File: config.mk
export PLATFORM = sky130hd
export DESIGN_NAME = inst_queue
export DESIGN_NICKNAME = d
export VERILOG_FILES = /design/src/rtl/inst_pkg.sv /design/src/rtl/inst_queue_imm_classifier.sv /design/src/rtl/inst_queue.sv
export SDC_FILE = /design/constraint.sdc
export NUM_CORES = 1
export LEC_CHECK = 0
export BUFFER_PORTS_ARGS = -buffer_cell sky130_fd_sc_hd__buf_2
export CAP_MARGIN = 15
export CORE_UTILIZATION = 39
export DETAILED_ROUTE_END_ITERATION = 16
export PLACE_DENSITY = 0.55
export SYNTH_ARGS = -nofsm -noshare
export SYNTH_HDL_FRONTEND = slang
export SYNTH_HIERARCHICAL = 1
export SYNTH_SLANG_ARGS = --single-unit
File: constraint.sdc
create_clock -name clk -period 3.95 [get_ports clk]
set_clock_uncertainty 0.05 [all_clocks]
set_input_delay 0.9875 -clock clk [delete_from_list [all_inputs] [get_ports clk]]
set_output_delay 0.9875 -clock clk [all_outputs]
set_load 0.05 [all_outputs]
File: src/rtl/inst_pkg.sv
// inst_pkg: definitions shared by the fetch stage, inst_queue and decode.
//   OP_IADD, OP_LDM, OP_LDD, OP_STD : 5-bit opcodes (word[15:11]) that are
//                                     followed by a 16-bit immediate word
//   qstate_e                        : pairing FSM states
//   isImmOpcode()                   : opcode -> needs an immediate
package inst_pkg;

  localparam logic [4:0] OP_IADD = 5'h08;
  localparam logic [4:0] OP_LDM  = 5'h10;
  localparam logic [4:0] OP_LDD  = 5'h11;
  localparam logic [4:0] OP_STD  = 5'h12;

  typedef enum logic {
    S_OP  = 1'b0,
    S_IMM = 1'b1
  } qstate_e;

  function automatic logic isImmOpcode(input logic [4:0] op);
    return (op == OP_IADD) || (op == OP_LDM) || (op == OP_LDD) || (op == OP_STD);
  endfunction

endpackage

File: src/rtl/inst_queue_imm_classifier.sv
// imm_classifier: combinational immediate detector, shared with decode.
//   opcode   in  5  word[15:11] of an instruction-memory word
//   needsImm out 1  the opcode is followed by an immediate word
module imm_classifier
  import inst_pkg::*;
(
  input  logic [4:0] opcode,
  output logic       needsImm
);

  always_comb begin
    needsImm = isImmOpcode(opcode);
  end

endmodule

File: src/rtl/inst_queue.sv
// inst_queue: decode-side receiver for the 16-bit fetch word stream. Pairs
// immediate-bearing opcodes with their following word and buffers complete
// {instruction, immediate, pc} entries in a DEPTH-entry FIFO.
//   clk          in   rising-edge clock
//   rst          in   asynchronous active-low reset
//   flush        in   redirect; empties queue, discards any accept this cycle
//   word_valid   in   fetch word present
//   word         in   16-bit fetched word
//   word_pc      in   address of word
//   word_ready   out  queue can accept a word (count != DEPTH)
//   inst_valid   out  head entry valid (count != 0)
//   inst_ready   in   decode consumes head
//   instruction  out  head opcode word
//   immediate    out  head immediate word (0 if none)
//   inst_pc      out  pc of head opcode word
//   has_imm      out  head carried an immediate
//   stat_drop    out  saturating count of flushes that discarded work
//                     (port exists only when INSTQ_STATS_EN is defined)
module inst_queue
  import inst_pkg::*;
#(
  parameter int DEPTH = 4,
  parameter int PC_W  = 32
) (
  input  logic            clk,
  input  logic            rst,
  input  logic            flush,
  input  logic            word_valid,
  input  logic [15:0]     word,
  input  logic [PC_W-1:0] word_pc,
  output logic            word_ready,
  output logic            inst_valid,
  input  logic            inst_ready,
  output logic [15:0]     instruction,
  output logic [15:0]     immediate,
  output logic [PC_W-1:0] inst_pc,
  output logic            has_imm
`ifdef INSTQ_STATS_EN
  ,output logic [15:0]    stat_drop
`endif
);

  localparam int PTR_W = $clog2(DEPTH);
  localparam logic [PTR_W:0] FULL_COUNT = (PTR_W + 1)'(DEPTH);

  logic [15:0]     memInst [DEPTH];
  logic [15:0]     memImm  [DEPTH];
  logic [PC_W-1:0] memPc   [DEPTH];
  logic            memHas  [DEPTH];

  logic [PTR_W-1:0] rdPtr, wrPtr;
  logic [PTR_W:0]   count;

  qstate_e         state, nextState;
  logic [15:0]     holdInst;
  logic [PC_W-1:0] holdPc;

  logic            needsImm;
  logic            accept, pop, push, latchHold;
  logic [15:0]     pushInst, pushImm;
  logic [PC_W-1:0] pushPc;
  logic            pushHas;

  imm_classifier uClassifier (
    .opcode   (word[15:11]),
    .needsImm (needsImm)
  );

  assign word_ready  = (count != FULL_COUNT);
  assign inst_valid  = (count != '0);
  assign accept      = word_valid & word_ready;
  assign pop         = inst_valid & inst_ready;

  assign instruction = memInst[rdPtr];
  assign immediate   = memImm[rdPtr];
  assign inst_pc     = memPc[rdPtr];
  assign has_imm     = memHas[rdPtr];

  // Pairing FSM: the word after an immediate-bearing opcode is taken as
  // data, never classified.
  always_comb begin
    nextState = state;
    push      = 1'b0;
    latchHold = 1'b0;
    pushInst  = word;
    pushImm   = '0;
    pushPc    = word_pc;
    pushHas   = 1'b0;
    if (accept) begin
      unique case (state)
        S_OP: begin
          if (needsImm) begin
            latchHold = 1'b1;
            nextState = S_IMM;
          end else begin
            push = 1'b1;
          end
        end
        S_IMM: begin
          push      = 1'b1;
          pushInst  = holdInst;
          pushImm   = word;
          pushPc    = holdPc;
          pushHas   = 1'b1;
          nextState = S_OP;
        end
        default: nextState = S_OP;
      endcase
    end
  end

  always_ff @(posedge clk or negedge rst) begin
    if (!rst) begin
      state    <= S_OP;
      holdInst <= '0;
      holdPc   <= '0;
    end else if (flush) begin
      state    <= S_OP;
      holdInst <= '0;
      holdPc   <= '0;
    end else begin
      state <= nextState;
      if (latchHold) begin
        holdInst <= word;
        holdPc   <= word_pc;
      end
    end
  end

  // Storage is reset so the head outputs read zero out of reset.
  always_ff @(posedge clk or negedge rst) begin
    if (!rst) begin
      for (int unsigned i = 0; i < DEPTH; i++) begin
        memInst[i] <= '0;
        memImm[i]  <= '0;
        memPc[i]   <= '0;
        memHas[i]  <= 1'b0;
      end
    end else if (push && !flush) begin
      memInst[wrPtr] <= pushInst;
      memImm[wrPtr]  <= pushImm;
      memPc[wrPtr]   <= pushPc;
      memHas[wrPtr]  <= pushHas;
    end
  end

  always_ff @(posedge clk or negedge rst) begin
    if (!rst) begin
      rdPtr <= '0;
      wrPtr <= '0;
      count <= '0;
    end else if (flush) begin
      rdPtr <= '0;
      wrPtr <= '0;
      count <= '0;
    end else begin
      if (push) wrPtr <= wrPtr + 1'b1;
      if (pop)  rdPtr <= rdPtr + 1'b1;
      unique case ({push, pop})
        2'b10:   count <= count + 1'b1;
        2'b01:   count <= count - 1'b1;
        default: count <= count;
      endcase
    end
  end

`ifdef INSTQ_STATS_EN
  logic discard;
  assign discard = (count != '0) || (state == S_IMM) || accept;

  always_ff @(posedge clk or negedge rst) begin
    if (!rst) begin
      stat_drop <= '0;
    end else if (flush && discard && (stat_drop != '1)) begin
      stat_drop <= stat_drop + 1'b1;
    end
  end
`endif

endmodule

**Word-level counts from Yosys, hierarchy flattened**

Cells that the tools add are included.

- Register bits after elaboration: 316
- Input bits: 53
- Output and inout port bits: 67
- Word-level logic and storage cells: 102

- $add $sub $neg: 4
- $lt $le $gt $ge: 3
- Equality and inequality tests: 7
- Mux-type cells: 49
- Bitwise operators: 5
- Reductions and logical operators: 12

Operators with widths:

| cell | count |
|---|---|
| two-way mux 32 bit | 7 |
| two-way mux 16 bit | 11 |
| bitwise mux 128 bit | 1 |
| bitwise mux 64 bit | 2 |
| binary-select mux 16 bit (select 2 bit) | 2 |
| binary-select mux 32 bit (select 2 bit) | 1 |
| demux 32 bit (select 2 bit) | 1 |
| demux 16 bit (select 2 bit) | 1 |
| == test 5 bit, second input constant | 3 |
| two-way mux 1 bit | 12 |
| two-way mux 2 bit | 4 |
| nonzero test 2 bit | 4 |
| >= comparator 3 bit, second input constant | 2 |
| NOT 2 -> 3 bit | 2 |
| case mux 3 bit (2 select lines) | 1 |
| nonzero test 3 bit | 2 |
| == test 5 x 4 -> 1 bit, second input constant | 1 |
| adder 2 x 1 -> 2 bit, second input constant | 2 |
| bitwise mux 4 bit | 1 |
| case mux 1 bit (2 select lines) | 2 |
| adder 3 x 1 -> 3 bit, second input constant | 1 |
| logical OR 1 bit | 3 |
| < comparator 3 x 1 -> 1 bit, second input constant | 1 |
| two-way mux 3 bit | 1 |
| 10 further kinds | 12 |

**Logic depth before layout (Yosys ltp)**

Gate-level depths: netlist of the first run.

- Word-level depth: 10
- Gate-level depth with buffers: 9

**By module**

The synthesis of the first run kept the hierarchy.

By module, submodules not included:

| module | instances | cells an instance | area an instance (um2) |
|---|---|---|---|
| inst_queue | 1 | 964 | 14564.0 |
| imm_classifier | 1 | 4 | 33.8 |

**Least setup slack after synthesis of the first run**

No wires, ideal clock.

- Kind: input -> register
- Start: input port word[12]
- End: register count[2]
- Arrival: 2.780 ns
- Path slack: 0.995 ns
- Stages: 9
- Path buffers: 0
- Cell sequence: or4b_1 > a31oi_1 > nand2b_1 > a31oi_1 > fa_1 > inv_1 > nor3_1 > a32oi_1 > mux2_2

- Word-level cells in the longest chain between the ends: 10
- Elaborated cells on any way between the ends: 15
- Those cells by class: eq/ne: 6; mux: 5; reduce/logical: 4

Ends and longest elaborated chain:

| what | line | text |
|---|---|---|
| from (decl) | inst_queue.sv:29 | `input logic [15:0] word,` |
| == test 5 x 4 -> 1 bit / == test 5 bit (equally long branches) | inst_pkg.sv:19 | `return (op == OP_IADD) \|\| (op == OP_LDM) \|\| (op == OP_LDD) \|\| (op == OP_STD);` |
| logical OR 1 bit (2 in series) | inst_pkg.sv:19 |  |
| logical OR 1 bit (*) | inst_pkg.sv:19 |  |
| net needsImm | inst_queue.sv:58 | `logic needsImm;` |
| two-way mux 1 bit (*) | inst_queue.sv:92 | `if (needsImm) begin` |
| case mux 1 bit (2 select lines) (*) | inst_queue.sv:90 | `unique case (state)` |
| two-way mux 1 bit (*) | inst_queue.sv:89 | `if (accept) begin` |
| == test 2 x 1 -> 1 bit / == test 2 bit (equally long branches) | inst_queue.sv:159 | `unique case ({push, pop})` |
| case mux 3 bit (2 select lines) | inst_queue.sv:159 |  |
| two-way mux 3 bit | inst_queue.sv:152 | `end else if (flush) begin` |
| to (signal assigned) | inst_queue.sv:160 | `2'b10: count <= count + 1'b1;` |
| to (signal assigned) | inst_queue.sv:161 | `2'b01: count <= count - 1'b1;` |
| to (signal assigned) | inst_queue.sv:162 | `default: count <= count;` |
| to (decl) | inst_queue.sv:52 | `logic [PTR_W:0] count;` |

The timed path passes the listed nets; every way through them passes the cells marked *.
A chain may end at the register's enable or synchronous reset.

**Final worst setup path of the first run**

- Start: register rdPtr[0]
- End: output port inst_pc[31]

- Word-level cells in the longest chain between the ends: 4

Ends and longest elaborated chain:

| what | line | text |
|---|---|---|
| from (decl) | inst_queue.sv:51 | `logic [PTR_W-1:0] rdPtr, wrPtr;` |
| from (signal assigned) | inst_queue.sv:158 | `if (pop) rdPtr <= rdPtr + 1'b1;` |
| NOT 2 -> 3 bit (implied by the code) | inst_queue.sv:76 | `assign inst_pc = memPc[rdPtr];` |
| binary-select mux 32 bit (select 2 bit) | inst_queue.sv:76 |  |
| two-way mux 32 bit (implied by the code) (2 in series) | inst_queue.sv:76 |  |
| to (decl) | inst_queue.sv:36 | `output logic [PC_W-1:0] inst_pc,` |

No other way between the ends. The select of a mux whose other input is x is not followed.

==> results.ini, run 1 <==
[run_status]
status = completed

[worst_setup_path]
slowest_stage = dfrtp_4
critical_path_required_ns = 2.91
cp_max_fo = 34
crit_chain = buf_12 -> mux4_2 -> buf_2
critical_path_buf_inv_count = 2
start_kind = flip-flop
slowest_delay_ns = 0.61
critPathTopFamily = flip-flops
crit_arrival_ns = 2.30
critPathKind = reg -> out
cp-end-kind = primary output

[pwr]
p_int_uw = 8270
power_switching_uw = 4560
p_leak_uw = 0.00793
powerDensity_nw_per_um2 = 753
peakVddDrop_mv = 0.539
p_clk_frac = 0.274
p_seq_frac = 0.365
switching_share = 0.355
pwr-share-comb = 0.361

[routing]
viasPerCell = 5.21
drc_errors = 0
via_count = 8245
drt-initial-drc-count = 234
ant_nets = 0
wl_um = 32700
wl_per_cell_um = 20.7
dr.pass1.iters = 4

[clocking]
insertion_delay_ns = 0.52
post_cts_resized = 0
path_clk_slew_ns = 0.06
post-cts-setup-buffers = 0
htree_levels = 2
postCtsHoldBufs = 0
numCtsBuffers = 38
cts-root-buf = clkbuf_16
cts_tree = built
clkSinkCount = 316
clk_path_buf_depth = 3

[logic_synthesis]
ys_warn_count = 6
syn_area_sq_um = 14600
ys_ff_latch = 316
synthesis.nets = 1026
synth.top_cell.area_share = 0.542
synth_area_per_cell_sq_um = 15.1
synth_top_area_cell = dfrtp_1
synth_area_leaders = dfrtp_1 54%, mux2_2 20%, mux4_2 10%
yosysSeqAreaShare = 0.542
synth_cells = 968
synth_cell_types = 34

[sta]
period_share = 0.845
setup_viol = 0
drv_slew = 0
hold_viol = 0
setup-tns-final_ns = 0
worst_slew_pin_slew_ns = 0.944
slew_headroom = 0.365
rsz0062_at_grt = no
fmax_mhz = 300
period_needed_ns = 3.34

[die]
start_util = 0.398
die_y_um = 195
die_area_sq_um = 38200
die_x_um = 195
row_count = 70
coreArea_sq_um = 36700
ios = 120

[placed_design]
dp_hpwl_um = 19700
gp_congestion = 0.711
port_buffers = 119

[finish]
area_growth_pct = 16.8
drive_above_1_share = 0.548
final_common_cell = dfrtp_1
utilization = 0.465
layout_common_cells = 314 x dfrtp_1, 262 x mux2_2, 118 x buf_2, 96 x nand2_1, 65 x mux4_2
nets = 1146

[global_routing]
grt_pass1_wl_um = 53000
track_usage = 0.179
grt_remaining_overflow = 0
antenna_found_initial = 2
grt_max_degree = 95
grt_pass1_vias = 9077

[run]
maxCapViolations = 0

[worst_hold_path]
hold_class = in -> async

[per-layer routing]
layer  up-vias  part of all wire  track usage
met5         -           0.00079            0
met4         4             0.015       0.0405
met3        45             0.048       0.0392
met2       129              0.48        0.293
met1      4331              0.46        0.244
li1       3736                 -            -
[synthesized netlist by cell type]
cell type	count
mux2_4	48
nand3_1	3
and3_4	1
or3b_2	2
nor2b_1	3
a32oi_1	1
buf_2	11
inv_2	1
mux4_2	65
xor2_1	2
a21oi_1	49
or3_1	1
fa_1	1
o21ai_0	1
mux2_2	262
xnor2_1	2
nand2b_1	3
or4b_1	1
o31ai_1	1
nor3_1	2
inv_1	4
buf_6	26
dfrtp_1	316
nand2_1	100
mux2i_1	2
nor2_1	6
and2_4	16
clkbuf_2	1
nor3b_4	1
clkbuf_1	25
nor4_1	1
a31oi_1	2
ha_1	4
buf_1	4
[worst paths after layout]
path | depth (start not counted) | to | start | slack, ns
setup / recovery | 3 | inst_pc[31] | rdPtr[0] | 0.61
hold / removal | 1 | memImm[12] | rst | 0.38
setup reg to reg | 5 | memInst[26] | count[2] | 1.46
hold reg to reg | 1 | memPc[43] | memPc[43] | 0.45
max in group asynchronous | 2 | memPc[21] | rst | 2.54
min in group clk | 1 | memPc[43] | memPc[43] | 0.45
[cell type report]
cell class                      count  area (sq um)
Antenna cell                        1          2.50
Clock buffer                       57          1140
Clock inverter                      9           124
Fill cell                        3256         19600
Inverter                            5          18.8
Multi-Input combinational cell    580          6260
Sequential cell                   316          7920
Tap cell                          468           586
Timing Repair Buffer              147          1000
[power by group through the flow]
stage / clock network [uW] / registers [uW] / logic (uW)
3_5_place_dp: 0 / 4740 / 4710
3_3_place_gp: 0 / 4720 / 4670
4_1_cts: 3640 / 4690 / 4720
5_1_grt: 3760 / 4820 / 4940
2_1_floorplan: 0 / 4510 / 3760
6_report: 3520 / 4680 / 4640
[logic make-up after synthesis]
kind of cell | synth area share
xor+xnor | 0.00240
buf+inv | 0.0329
simple gates | 0.0459
flops | 0.542
mux | 0.353
fa+ha+maj | 0.00480
compound gates | 0.0191
[worst register-to-register path, stage by stage, from the launching register on]
cell and delay [ns]:
dfrtp_1 0.41, nor3b_4 0.19, nor4_2 0.79, nand2_4 0.37, buf_12 0.29, mux2_2 0.29
[sequential cells by signal (all words and copies together) (netlist names), 2 cells and up]
register and cells:
memInst 64, rdPtr 2, memImm 64, count 3, memHas 4, holdPc 32
holdInst 16, wrPtr 2, memPc 128
[stage by stage]
step           setup WS [ns]  instance area [sq um]  hold WS (ns)  power (uW)  instances
4_1_cts                0.520                  17000         0.382       13000       1582
6_report               0.613                  17000         0.376       12800       1583
3_3_place_gp           0.436                  15800         0.432        9390       1516
3_5_place_dp           0.392                  15800         0.438        9460       1516
2_1_floorplan          0.995                  14600         0.424        8270        968
5_1_grt                0.494                  17000         0.395       13500       1582
(Power assumes the default switching activity.)
==> run 2: changes to the inputs <==
==> constraint.sdc (replaced) <==
create_clock -name clk -period 3.1 [get_ports clk]
set_clock_uncertainty 0.05 [all_clocks]
set_input_delay 0.775 -clock clk [delete_from_list [all_inputs] [get_ports clk]]
set_output_delay 0.775 -clock clk [all_outputs]
set_load 0.05 [all_outputs]
==> run 2 against run 1 <==
  * Final cell count grew 0.95%
  * Sequential cell count is the same
  * Die area is the same
  * Sequential power grew 27%
  * Final area grew 1.2%
  * Register-to-register slack lost 0.72 ns
  * Total power grew 28%
  * Via count grew 1.1%
  * Core utilization grew 0.54 points
  * Routed wire length grew 1.8%
  * Critical path depth is the same
==> results.ini, run 2 (synthesis gave the netlist of run 1 again) <==
[run_status]
status = completed

[sta]
period_needed_ns = 3.00
slew_headroom = 0.288
hold_ws_ns = 0.157
worst_slew_pin_slew_ns = 1.06
period_share = 0.969
setup_viol = 0
fmax_mhz = 333
drv_slew = 0
hold_viol = 0
rsz0062_at_grt = no

[clocking]
clkSinkCount = 316
numCtsBuffers = 37
insertion_delay_ns = 0.51
cts_tree = built
path_clk_slew_ns = 0.06
post-cts-setup-buffers = 0
postCtsHoldBufs = 0
post_cts_resized = 0
htree_levels = 2
clk_path_buf_depth = 3
cts-root-buf = clkbuf_16

[finish]
layout_common_cells = 314 x dfrtp_1, 262 x mux2_2, 118 x buf_2, 96 x nand2_1, 65 x mux4_2
final_common_cell = dfrtp_1
area_growth_pct = 18.1
largest_register_ffs = 128
antenna_cells = 0
largest_register = memPc
nets = 1162
reg_top3 = memPc: 128 flops, memImm: 64 flops, memInst: 64 flops
drive_above_1_share = 0.557
num-fill-cells = 3251
utilization = 0.470
final_area_sq_um = 17200

[placed_design]
place_area_sq_um = 16000
dp_hpwl_um = 20600
port_buffers = 119
gp_congestion = 0.712

[pwr]
powerDensity_nw_per_um2 = 953
peakVddDrop_mv = 0.481
p_leak_uw = 0.00803

[routing]
via_count = 8336
wl_um = 33300
drc_errors = 0
ant_nets = 0
drt-initial-drc-count = 338
viasPerCell = 5.22
dr.pass1.iters = 4
wl_per_cell_um = 20.8

[die]
start_util = 0.398
row_count = 70
coreArea_sq_um = 36700
die_area_sq_um = 38200
die_x_um = 195
ios = 120
die_y_um = 195

[global_routing]
track_usage = 0.180
antenna_found_initial = 5
grt_max_degree = 77
grt_pass1_vias = 8947
grt_remaining_overflow = 0
grt_pass1_wl_um = 53500

[run]
maxCapViolations = 0

[worst_setup_path]
crit_arrival_ns = 2.18
cp_max_fo = 11
cp-end-kind = primary output
start_kind = flip-flop
critical_path_required_ns = 2.27
critPathKind = reg -> out

[worst_hold_path]
hold_class = in -> async

-- run 2: cell types whose count changed in the layout (fill, tap and decap cells not counted), sizes merged --
cell	before	now
clkbuf	57	56
buf	147	164
diode	1	0
bufinv	3	2
inv	6	7
-- run 2: path summary, 6_finish.rpt --
check	start	slack, ns	end	depth (start not counted)
max in group asynchronous	rst	2.04	rdPtr[1]	2
hold / removal	rst	0.16	memImm[61]	1
setup reg to reg	count[2]	0.74	memImm[34]	5
min in group clk	memPc[55]	0.45	memPc[55]	1
setup / recovery	rdPtr[0]	0.1	instruction[12]	3
hold reg to reg	memPc[55]	0.45	memPc[55]	1
-- run 2: metal layers --
metal / global-route usage / part of all wire / vias up
li1: - / - / 3768
met1: 0.247 / 0.46 / 4385
met2: 0.292 / 0.47 / 126
met3: 0.0432 / 0.049 / 51
met4: 0.0379 / 0.014 / 6
met5: 0 / 0.0014 / -
-- run 2: report_power, final --
part | total [uW] | leakage [uW] | switching [uW] | internal (uW)
clock | 4450 | 0.000631 | 1710 | 2750
combinational | 6040 | 0.00325 | 3550 | 2500
sequential | 5940 | 0.00415 | 613 | 5330
total | 16400 | 0.00803 | 5870 | 10600
-- run 2: cell type report --
cell class,instances,area [sq um],share of cell area
clock inverters,9,105,0.00609
flip-flops and latches,316,7920,0.459
clock buffers,56,1160,0.0673
well taps,468,586,0.0340
multi-input cells,580,6260,0.363
repair buffers,164,1210,0.0699
inverters,5,18.8,0.00109
-- run 2: per-stage QoR --
| stage | instances | power, uW | setup slack [ns] | setup TNS [ns] |
|---|---|---|---|---|
| global placement | 1533 | 12100 | -0.0246 | -0.0372 |
| detailed placement | 1533 | 12100 | -0.0647 | -10.40 |
| global route | 1598 | 17300 | 0.00797 | 0 |
| CTS | 1598 | 16700 | 0.0406 | 0 |
| floorplan | 968 | 10500 | 0.358 | 0 |
| finish | 1598 | 16400 | 0.0976 | 0 |
-- run 2: worst max-delay path: stages, from the launching register on --
cell,delay (ns)
dfrtp_4,0.61
buf_4,0.28
mux4_2,0.54
buf_2,0.23
==> run 3: changes to the inputs <==
--- a/config.mk
+++ b/config.mk
@@ -7,9 +7,11 @@
 export LEC_CHECK = 0
 export BUFFER_PORTS_ARGS = -buffer_cell sky130_fd_sc_hd__buf_2
 export CAP_MARGIN = 15
+export CELL_PAD_IN_SITES_DETAIL_PLACEMENT = 0
+export CELL_PAD_IN_SITES_GLOBAL_PLACEMENT = 1
 export CORE_UTILIZATION = 39
 export DETAILED_ROUTE_END_ITERATION = 16
-export PLACE_DENSITY = 0.55
+export PLACE_DENSITY = 0.63
 export SYNTH_ARGS = -nofsm -noshare
 export SYNTH_HDL_FRONTEND = slang
 export SYNTH_HIERARCHICAL = 1
==> run 3 against run 2 <==
  * Maximum frequency increased by 1.5%
  * Worst setup slack improved by 0.044 ns
  * First-iteration DRC count decreased by 8.6%
  * Via count decreased by 0.11%
  * Clock power decreased by 5.4%
  * Critical endpoint is now inst_pc[29]
==> results.ini, run 3 (synthesis gave the netlist of run 1 again) <==
[run_status]
status = completed

[sta]
drv_slew = 0
setup_viol = 0
worst_slew_pin_slew_ns = 0.847
slew_headroom = 0.436
hold_viol = 0
fin_ws_ns = 0.142
rsz0062_at_grt = no
period_needed_ns = 2.96
period_share = 0.954
fmax_mhz = 338

[placed_design]
dp.cells = 1526
dp_slack_ns = -0.0894
place_area_sq_um = 15900
port_buffers = 119
dp_hpwl_um = 20600
gp_congestion = 0.710

[worst_hold_path]
hold_class = in -> async

[clocking]
cts-root-buf = clkbuf_16
post-cts-setup-buffers = 0
clkSinkCount = 316
cts_tree = built
post_cts_resized = 0
insertion_delay_ns = 0.52
numCtsBuffers = 36
postCtsHoldBufs = 0
path_clk_slew_ns = 0.06
clk_path_buf_depth = 3
htree_levels = 2

[routing]
drt-initial-drc-count = 309
wl_um = 33300
dr.pass1.iters = 4
wl_per_cell_um = 20.9
via_count = 8327
ant_nets = 0
viasPerCell = 5.23
drc_errors = 0

[worst_setup_path]
slowest_delay_ns = 0.71
cp_max_fo = 26
slowest_stage = dfrtp_4
critPathKind = reg -> out
start_kind = flip-flop
crit_chain = buf_4 -> mux4_2 -> buf_2
crit_arrival_ns = 2.13
cp-end-kind = primary output
critical_path_required_ns = 2.27

[finish]
largest_register = memPc
drive_above_1_share = 0.551
largest_register_ffs = 128
utilization = 0.466
final_cells = 1592
nets = 1154
reg_top3 = memPc: 128 flops, memImm: 64 flops, memInst: 64 flops
final_common_cell = dfrtp_1
final_area_sq_um = 17100
area_growth_pct = 17.2
layout_common_cells = 314 x dfrtp_1, 262 x mux2_2, 118 x buf_2, 96 x nand2_1, 65 x mux4_2

[die]
coreArea_sq_um = 36700
start_util = 0.398
die_y_um = 195
row_count = 70
ios = 120
die_area_sq_um = 38200
die_x_um = 195

[global_routing]
track_usage = 0.182
grt_max_degree = 64
grt_pass1_vias = 9043
antenna_found_initial = 4
grt_remaining_overflow = 0
grt_pass1_wl_um = 53400

[pwr]
p_leak_uw = 0.00796
peakVddDrop_mv = 0.508
powerDensity_nw_per_um2 = 946

[run]
maxCapViolations = 0

-- run 3: cell types whose count changed in the layout (fill, tap and decap cells not counted), sizes merged --
cell,change
bufinv,-1
diode,+3
clkbuf,-2
clkinv,+3
inv,-2
buf,-7
-- run 3: report_power, final --
part / leakage (uW) / switching [uW] / internal (uW)
clock: 0.000590 / 1680 / 2540
combinational: 0.00322 / 3560 / 2480
sequential: 0.00415 / 611 / 5330
-- run 3: final timing paths --
kind,from,endpoint,slack [ns],cells after the start
worst max-delay path,rdPtr[1],inst_pc[29],0.14,3
worst min-delay path,rst,memImm[42],0.15,1
worst max register to register,count[0],count[2],0.58,7
worst min register to register,memInst[6],memInst[6],0.45,1
max in group asynchronous,rst,memInst[50],1.91,2
min in group clk,word_pc[14],holdPc[14],0.44,3
-- run 3: final cells by class --
class	instances	area, sq um
flip-flops and latches	316	7920
clock inverters	9	81.3
well taps	468	586
diodes	3	7.51
repair buffers	157	1140
inverters	5	18.8
multi-input cells	580	6260
clock buffers	54	1100
fillers	3275	19600
-- run 3: stage by stage --
| step | TNS, ns | total power (uW) | hold slack [ns] |
|---|---|---|---|
| final | 0 | 16200 | 0.152 |
| after global routing | 0 | 17000 | 0.184 |
| after CTS | 0 | 16400 | 0.178 |
| after detailed placement | -1.89 | 12100 | 0.437 |
| after global placement | -0.0826 | 12000 | 0.431 |
| after floorplan | 0 | 10500 | 0.424 |
-- run 3: metal layers --
| metal | global-route usage | routed length (um) | up-vias | share of wire |
|---|---|---|---|---|
| li1 | - | - | 3756 | - |
| met1 | 0.249 | 14900 | 4387 | 0.45 |
| met3 | 0.0423 | 1780 | 42 | 0.053 |
| met4 | 0.0394 | 510 | 2 | 0.015 |
| met5 | 0 | 13 | - | 0.00039 |
| met2 | 0.296 | 16100 | 140 | 0.48 |
-- run 3: critical path, delay by kind of cell (launching register included) --
family | cells | cell delay [ns]
buffers and inverters | 2 | 0.54
muxes | 1 | 0.36
DFF | 1 | 0.71
